<file path="src/rtl/bit_reorder_pkg.sv">
// bit_reorder_pkg: shared sizing helpers and drain-state encoding for bit_reorder.
package bit_reorder_pkg;

  // Symbols per reorder word.
  function automatic int unsigned sym_n(input int unsigned word_w, input int unsigned sym_w);
    return word_w / sym_w;
  endfunction

  // Index width clog2(n), never less than one bit.
  function automatic int unsigned idx_w(input int unsigned n);
    return (n <= 1) ? 1 : $clog2(n);
  endfunction

  typedef enum logic {
    IDLE  = 1'b0,
    DRAIN = 1'b1
  } drain_state_e;

endpackage

</file>
<file path="src/rtl/bit_reorder_buf.sv">
// bit_reorder_buf: one N-symbol word buffer with write port, stored mode bit,
// full flag and drain index.
//   clk, rst        : clock, async active-high reset
//   wr_en/wr_idx    : write strobe and fill index for this buffer
//   wr_data, wr_rev : symbol and mode (mode captured at fill index 0)
//   pop             : emit the head symbol this cycle
//   avail_c         : a complete word is readable now (includes the completing write)
//   head_c          : symbol at the current drain position (write bypassed)
//   last_c          : head is the final symbol of the word
module bit_reorder_buf
  import bit_reorder_pkg::*;
#(
  parameter int unsigned SYM_W = 2,
  parameter int unsigned N     = 4,
  parameter int unsigned IW    = idx_w(N)
) (
  input  logic             clk,
  input  logic             rst,
  input  logic             wr_en,
  input  logic [IW-1:0]    wr_idx,
  input  logic [SYM_W-1:0] wr_data,
  input  logic             wr_rev,
  input  logic             pop,
  output logic             avail_c,
  output logic [SYM_W-1:0] head_c,
  output logic             last_c
);

  logic [SYM_W-1:0] mem [N];
  logic             rev_q;
  logic             full;
  logic [IW-1:0]    cnt;
  logic             complete;
  logic             rev_eff;
  logic [IW-1:0]    pos;

  // Head symbol is bypassed from the write port so a word can start
  // draining on the same edge its last symbol lands.
  always_comb begin
    complete = wr_en && (wr_idx == IW'(N - 1));
    rev_eff  = (wr_en && (wr_idx == '0)) ? wr_rev : rev_q;
    pos      = rev_eff ? (IW'(N - 1) - cnt) : cnt;
    head_c   = (wr_en && (wr_idx == pos)) ? wr_data : mem[pos];
    avail_c  = full | complete;
    last_c   = (cnt == IW'(N - 1));
  end

  // Symbol storage, no reset needed.
  always_ff @(posedge clk) begin
    if (wr_en) mem[wr_idx] <= wr_data;
  end

  // Mode, full flag and drain index.
  always_ff @(posedge clk or posedge rst) begin
    if (rst) begin
      rev_q <= 1'b0;
      full  <= 1'b0;
      cnt   <= '0;
    end else begin
      if (wr_en && (wr_idx == '0)) rev_q <= wr_rev;
      full <= (full | complete) & ~(pop & last_c);
      if (pop) cnt <= last_c ? '0 : cnt + IW'(1);
    end
  end

endmodule

</file>
<file path="src/rtl/bit_reorder.sv">
// bit_reorder: ping-pong symbol reorder. Words of N=WORD_W/SYM_W symbols are
// emitted reversed (rev=1) or in arrival order (rev=0); partial words are dropped.
//   clk, rst          : clock, async active-high reset
//   axiiv, axiid, rev : input valid, symbol, reorder mode (sampled at word start)
//   axiov, axiod      : output valid, symbol (registered)
//   axiol             : last symbol of each output word
//   drop_cnt          : saturating count of discarded partial words
//                       (only with BIT_REORDER_DROP_CNT_EN defined)
module bit_reorder
  import bit_reorder_pkg::*;
#(
  parameter int unsigned SYM_W  = 2,
  parameter int unsigned WORD_W = 8
) (
  input  logic             clk,
  input  logic             rst,
  input  logic             axiiv,
  input  logic [SYM_W-1:0] axiid,
  input  logic             rev,
  output logic             axiov,
  output logic [SYM_W-1:0] axiod,
  output logic             axiol
`ifdef BIT_REORDER_DROP_CNT_EN
  ,
  output logic [15:0]      drop_cnt
`endif
);

  localparam int unsigned N  = sym_n(WORD_W, SYM_W);
  localparam int unsigned IW = idx_w(N);

  drain_state_e     state, state_d;
  logic [IW-1:0]    wr_idx, wr_idx_d;
  logic             wr_sel, wr_sel_d;
  logic             rd_sel, rd_sel_d;
  logic [1:0]       wr_en, pop, avail, last;
  logic [SYM_W-1:0] head [2];
  logic [SYM_W-1:0] axiod_d;
  logic             axiol_d;
  logic             drop;

  for (genvar g = 0; g < 2; g++) begin : g_buf
    bit_reorder_buf #(.SYM_W(SYM_W), .N(N), .IW(IW)) u_buf (
      .clk     (clk),
      .rst     (rst),
      .wr_en   (wr_en[g]),
      .wr_idx  (wr_idx),
      .wr_data (axiid),
      .wr_rev  (rev),
      .pop     (pop[g]),
      .avail_c (avail[g]),
      .head_c  (head[g]),
      .last_c  (last[g])
    );
  end

  // Fill/drain arbitration. Words complete and drain in strict alternation,
  // so rd_sel simply follows wr_sel one word behind.
  always_comb begin
    state_d  = IDLE;
    wr_idx_d = '0;
    wr_sel_d = wr_sel;
    rd_sel_d = rd_sel;
    wr_en    = 2'b00;
    pop      = 2'b00;
    axiod_d  = '0;
    axiol_d  = 1'b0;
    drop     = 1'b0;

    if (axiiv) begin
      wr_en[wr_sel] = 1'b1;
      if (wr_idx == IW'(N - 1)) begin
        wr_sel_d = ~wr_sel;
      end else begin
        wr_idx_d = wr_idx + IW'(1);
      end
    end else if (wr_idx != '0) begin
      drop = 1'b1;
    end

    if (avail[rd_sel]) begin
      state_d     = DRAIN;
      pop[rd_sel] = 1'b1;
      axiod_d     = head[rd_sel];
      axiol_d     = last[rd_sel];
      if (last[rd_sel]) rd_sel_d = ~rd_sel;
    end
  end

  // State and registered outputs; the DRAIN state is the output valid.
  always_ff @(posedge clk or posedge rst) begin
    if (rst) begin
      state  <= IDLE;
      wr_idx <= '0;
      wr_sel <= 1'b0;
      rd_sel <= 1'b0;
      axiod  <= '0;
      axiol  <= 1'b0;
    end else begin
      state  <= state_d;
      wr_idx <= wr_idx_d;
      wr_sel <= wr_sel_d;
      rd_sel <= rd_sel_d;
      axiod  <= axiod_d;
      axiol  <= axiol_d;
    end
  end

  assign axiov = (state == DRAIN);

`ifdef BIT_REORDER_DROP_CNT_EN
  // Saturating count of discarded partial words.
  always_ff @(posedge clk or posedge rst) begin
    if (rst) begin
      drop_cnt <= '0;
    end else if (drop && (drop_cnt != 16'hFFFF)) begin
      drop_cnt <= drop_cnt + 16'd1;
    end
  end
`else
  logic unused_drop;
  assign unused_drop = drop;
`endif

endmodule

</file>
<file path="config.mk">
export PLATFORM = sky130hd
export DESIGN_NAME = bit_reorder
export DESIGN_NICKNAME = d
export VERILOG_FILES = /design/src/rtl/bit_reorder_pkg.sv /design/src/rtl/bit_reorder_buf.sv /design/src/rtl/bit_reorder.sv
export SDC_FILE = /design/constraint.sdc
export NUM_CORES = 1
export LEC_CHECK = 0
export CORE_UTILIZATION = 40
export CTS_BUF_LIST = sky130_fd_sc_hd__clkbuf_2 sky130_fd_sc_hd__clkbuf_4 sky130_fd_sc_hd__clkbuf_8
export CTS_CLUSTER_DIAMETER = 40
export DETAILED_ROUTE_END_ITERATION = 16
export REMOVE_ABC_BUFFERS = 1
export SYNTH_ARGS = -nofsm -noshare
export SYNTH_HDL_FRONTEND = slang
export SYNTH_HIERARCHICAL = 1
export SYNTH_SLANG_ARGS = --single-unit
</file>
<file path="constraint.sdc">
create_clock -name clk -period 1.95 [get_ports clk]
set_input_delay 0.4875 -clock clk [delete_from_list [all_inputs] [get_ports clk]]
set_output_delay 0.4875 -clock clk [all_outputs]
set_load 0.005 [all_outputs]
</file>
==> flow_metrics.env <==
export IMPL_min_period_ns=2.02
export IMPL_gp_congestion=0.782
export IMPL_grt_max_degree=12
export IMPL_wl_mm=3.26
export IMPL_outcome="finished with violations"
export IMPL_antenna_found_initial=0
export IMPL_dpl_hpwl_mm=2.55
export IMPL_path_clk_slew_ns=0.07
export IMPL_cp_start_kind="register"
export IMPL_setup_viol=2
export IMPL_grt_remaining_overflow=0
export IMPL_dp_slack_ns=-0.800
export IMPL_cts_sinks=32
export IMPL_relSlewSlack=0.762
export IMPL_mappedNetlistArea_sq_mm=0.00173
export IMPL_clock_path_buffers=2
export IMPL_layout_drive_gt1_share=0.436
export IMPL_core_area_sq_mm=0.00409
export IMPL_yosysSeqAreaShare=0.508
export IMPL_p_leak_nw=0.972
export IMPL_netlist_instances=118
export IMPL_seqCellArea_sq_um=883
export IMPL_place_area_sq_mm=0.00202
export IMPL_violations="negative setup slack"
export IMPL_netlist_top_cells_count="dfrtp_1 (16), edfxtp_1 (16), mux2_2 (7), mux4_1 (7)"
export IMPL_p_per_area_mw_per_mm2=1350
export IMPL_max_freq_mhz=494
export IMPL_io_pins=10
export IMPL_ys_flop_type="edfxtp_1"
export IMPL_worstSkewPairLatency_ns=0.28
export IMPL_post_route_worst_setup_slack_ns=-0.0741
export IMPL_grtUsageTotal=0.170
export IMPL_drt_iter0_drc=32
export IMPL_final_setup_skew_ns=0.00740
export IMPL_die_area_sq_mm=0.00460
export IMPL_fill_cells=329
export IMPL_rsz0062_at_grt="true"
export IMPL_cts_buffers=5
export IMPL_synth_top_area_frac=0.277
export IMPL_initial_utilization=0.424
export IMPL_synthArstFlopShare=0.500
export IMPL_grt_pass1_wl_mm=5.40
export IMPL_avgSynthCellArea_sq_um=14.7
export IMPL_yosysTopAreaCell="edfxtp_1"
export IMPL_ys_ff_latch=32
export IMPL_antenna_left=0
export IMPL_cp_end_kind="register"
export IMPL_finalInstanceArea_sq_mm=0.00224
export IMPL_tightest_slew_ns=0.356
export IMPL_synth_cell_types=39
export IMPL_drc_errors=0
export IMPL_cp_required_ns=2.12
export IMPL_period_share=1.04
export IMPL_synth_edf_count=16
export IMPL_fp_dieW_um=67.8
export IMPL_vias_per_cell=5.28
export IMPL_peakVddDrop_mv=0.521
export IMPL_cts_max_level=2
export IMPL_arrival_ns=2.19
export IMPL_syn2layout_area_growth_pct=29.2
export IMPL_cts_tree="done"
export IMPL_hold_violations=0
export IMPL_rows=23
export IMPL_finalMaxSlewViolations=0
export IMPL_crit_type="reg -> reg"
export IMPL_hold_class="in -> async"
export IMPL_antenna_cells=0
export IMPL_port_buffers=9
export IMPL_cts_root_buf="clkbuf_8"
export IMPL_hold_buffers=0
export IMPL_yosysWarningCount=6
export IMPL_multi_input_area_sq_um=821
export IMPL_power_mw=3.02
export IMPL_wl_per_cell_um=15.3
export IMPL_drv_cap=0
export IMPL_nets=171
export IMPL_first_pass_iters=4
export IMPL_grt_pass1_vias=1133
export IMPL_fp_dieH_um=67.8
export IMPL_vias=1124
export IMPL_synth_area_top_cells="edfxtp_1 (28%), dfrtp_1 (23%), mux4_1 (11%), mux2_2 (4.5%), mux2_4 (4.3%)"
export IMPL_path_max_fanout=3
==> repair_timing <==
| item | 4_1_cts | 5_1_grt |
|---|---|---|
| gates cloned | 0 | 0 |
| pin swaps | 3 | 4 |
| setup buffers | 4 | 3 |
| setup endpoints to repair | 9 | 4 |
| gates resized for setup | 16 | 3 |
==> area by class of cell <==
class,instances,area share
Multi-Input combinational cell,75,0.366
Tap cell,50,0.0279
Inverter,6,0.0101
Clock inverter,3,0.0190
Sequential cell,32,0.394
Clock buffer,5,0.0307
Timing Repair Buffer,42,0.151
==> per-layer routing <==
| layer | GRT usage | vias to the layer above | wire length, um |
|---|---|---|---|
| li1 | - | 539 | - |
| met1 | 0.203 | 563 | 1450 |
| met2 | 0.288 | 16 | 1660 |
| met3 | 0.0517 | 6 | 104 |
| met4 | 0.0625 | 0 | 46 |
| met5 | 0 | - | 0 |
==> flip-flops by register name, summed over array words and instances, names as in the netlist, 2 cells and up <==
register	cells
g_buf.u_buf/mem	16
wr_idx	2
g_buf.u_buf/full	2
axiod	2
g_buf.u_buf/cnt	4
g_buf.u_buf/rev_q	2
==> report_power, final <==
part           total (mW)  switching (mW)  internal, mW
sequential           1.05           0.168         0.877
clock               0.619           0.242         0.378
combinational        1.35           0.478         0.877
total                3.02           0.888          2.13
==> layout by cell type, fill, tap and decap left out, drive strengths merged <==
cell type      Yosys  final
xnor2              2      2
buf                5     34
o21ai              2      2
or2                3      3
clkinv             0      1
and3b              2      2
mux2i              2      2
nand3              1      1
a211oi             1      1
a21boi             2      2
clkbuf             0      5
mux4               8      8
o2111ai            1      1
a22o               3      3
nor2b              2      2
dfrtp             16     16
mux2              12     12
and3               2      2
nor2               4      4
nor3               2      2
nor3b              6      6
xor2               1      1
and2               5      5
o31a               1      1
inv                6      6
a32o               1      1
ha                 3      3
bufinv             0      1
clkdlybuf4s50      0      7
nand2              6      6
clkinvlp           0      1
edfxtp            16     16
dlygate4sd2        0      1
or4                1      1
nor4               1      1
o31ai              1      1
==> critical path, stage by stage (launching register included) <==
cell	delay (ns)
dfrtp_1	0.40
nor2b_2	0.13
nor3b_4	0.23
mux2i_2	0.30
mux2_2	0.36
mux2_4	0.26
a22o_4	0.24
==> final timing paths <==
kind / from / end / slack [ns] / cells past startpoint
worst max-delay path: wr_sel$_DFFE_PP0P_ / axiod[1]$_DFF_PP0_ / -0.07 / 6
worst min-delay path: rst / g_buf[1].u_buf/full$_DFF_PP0_ / 0.45 / 2
worst max register to register: wr_sel$_DFFE_PP0P_ / axiod[1]$_DFF_PP0_ / -0.07 / 6
worst min register to register: rd_sel$_DFFE_PP0P_ / rd_sel$_DFFE_PP0P_ / 0.65 / 1
max in group asynchronous: rst / wr_idx[0]$_DFF_PP0_ / 1.14 / 2
min in group clk: axiiv / wr_idx[1]$_DFF_PP0_ / 0.47 / 2
==> metrics by stage <==
stage               hold slack, ns  TNS (ns)  cells   util
floorplan                    0.254    -0.516    113      -
detailed placement           0.562     -5.00    198  0.495
global placement             0.555     -4.73    198  0.495
finish                       0.455    -0.120    213  0.548
global route                 0.482    -0.317    213  0.548
CTS                          0.463    -0.134    210  0.539
==> logic make-up after synthesis <==
| kind of cell | Yosys count | synth area share |
|---|---|---|
| AOI/OAI and AO/OA | 12 | 0.0606 |
| xor gates and xnor gates | 3 | 0.0152 |
| adders and majority gates | 3 | 0.0217 |
| buffers and inverters | 11 | 0.0455 |
| DFF | 32 | 0.508 |
| muxes | 22 | 0.219 |
| and+or+nand+nor | 35 | 0.129 |
Power figures use the tool's default switching activity.
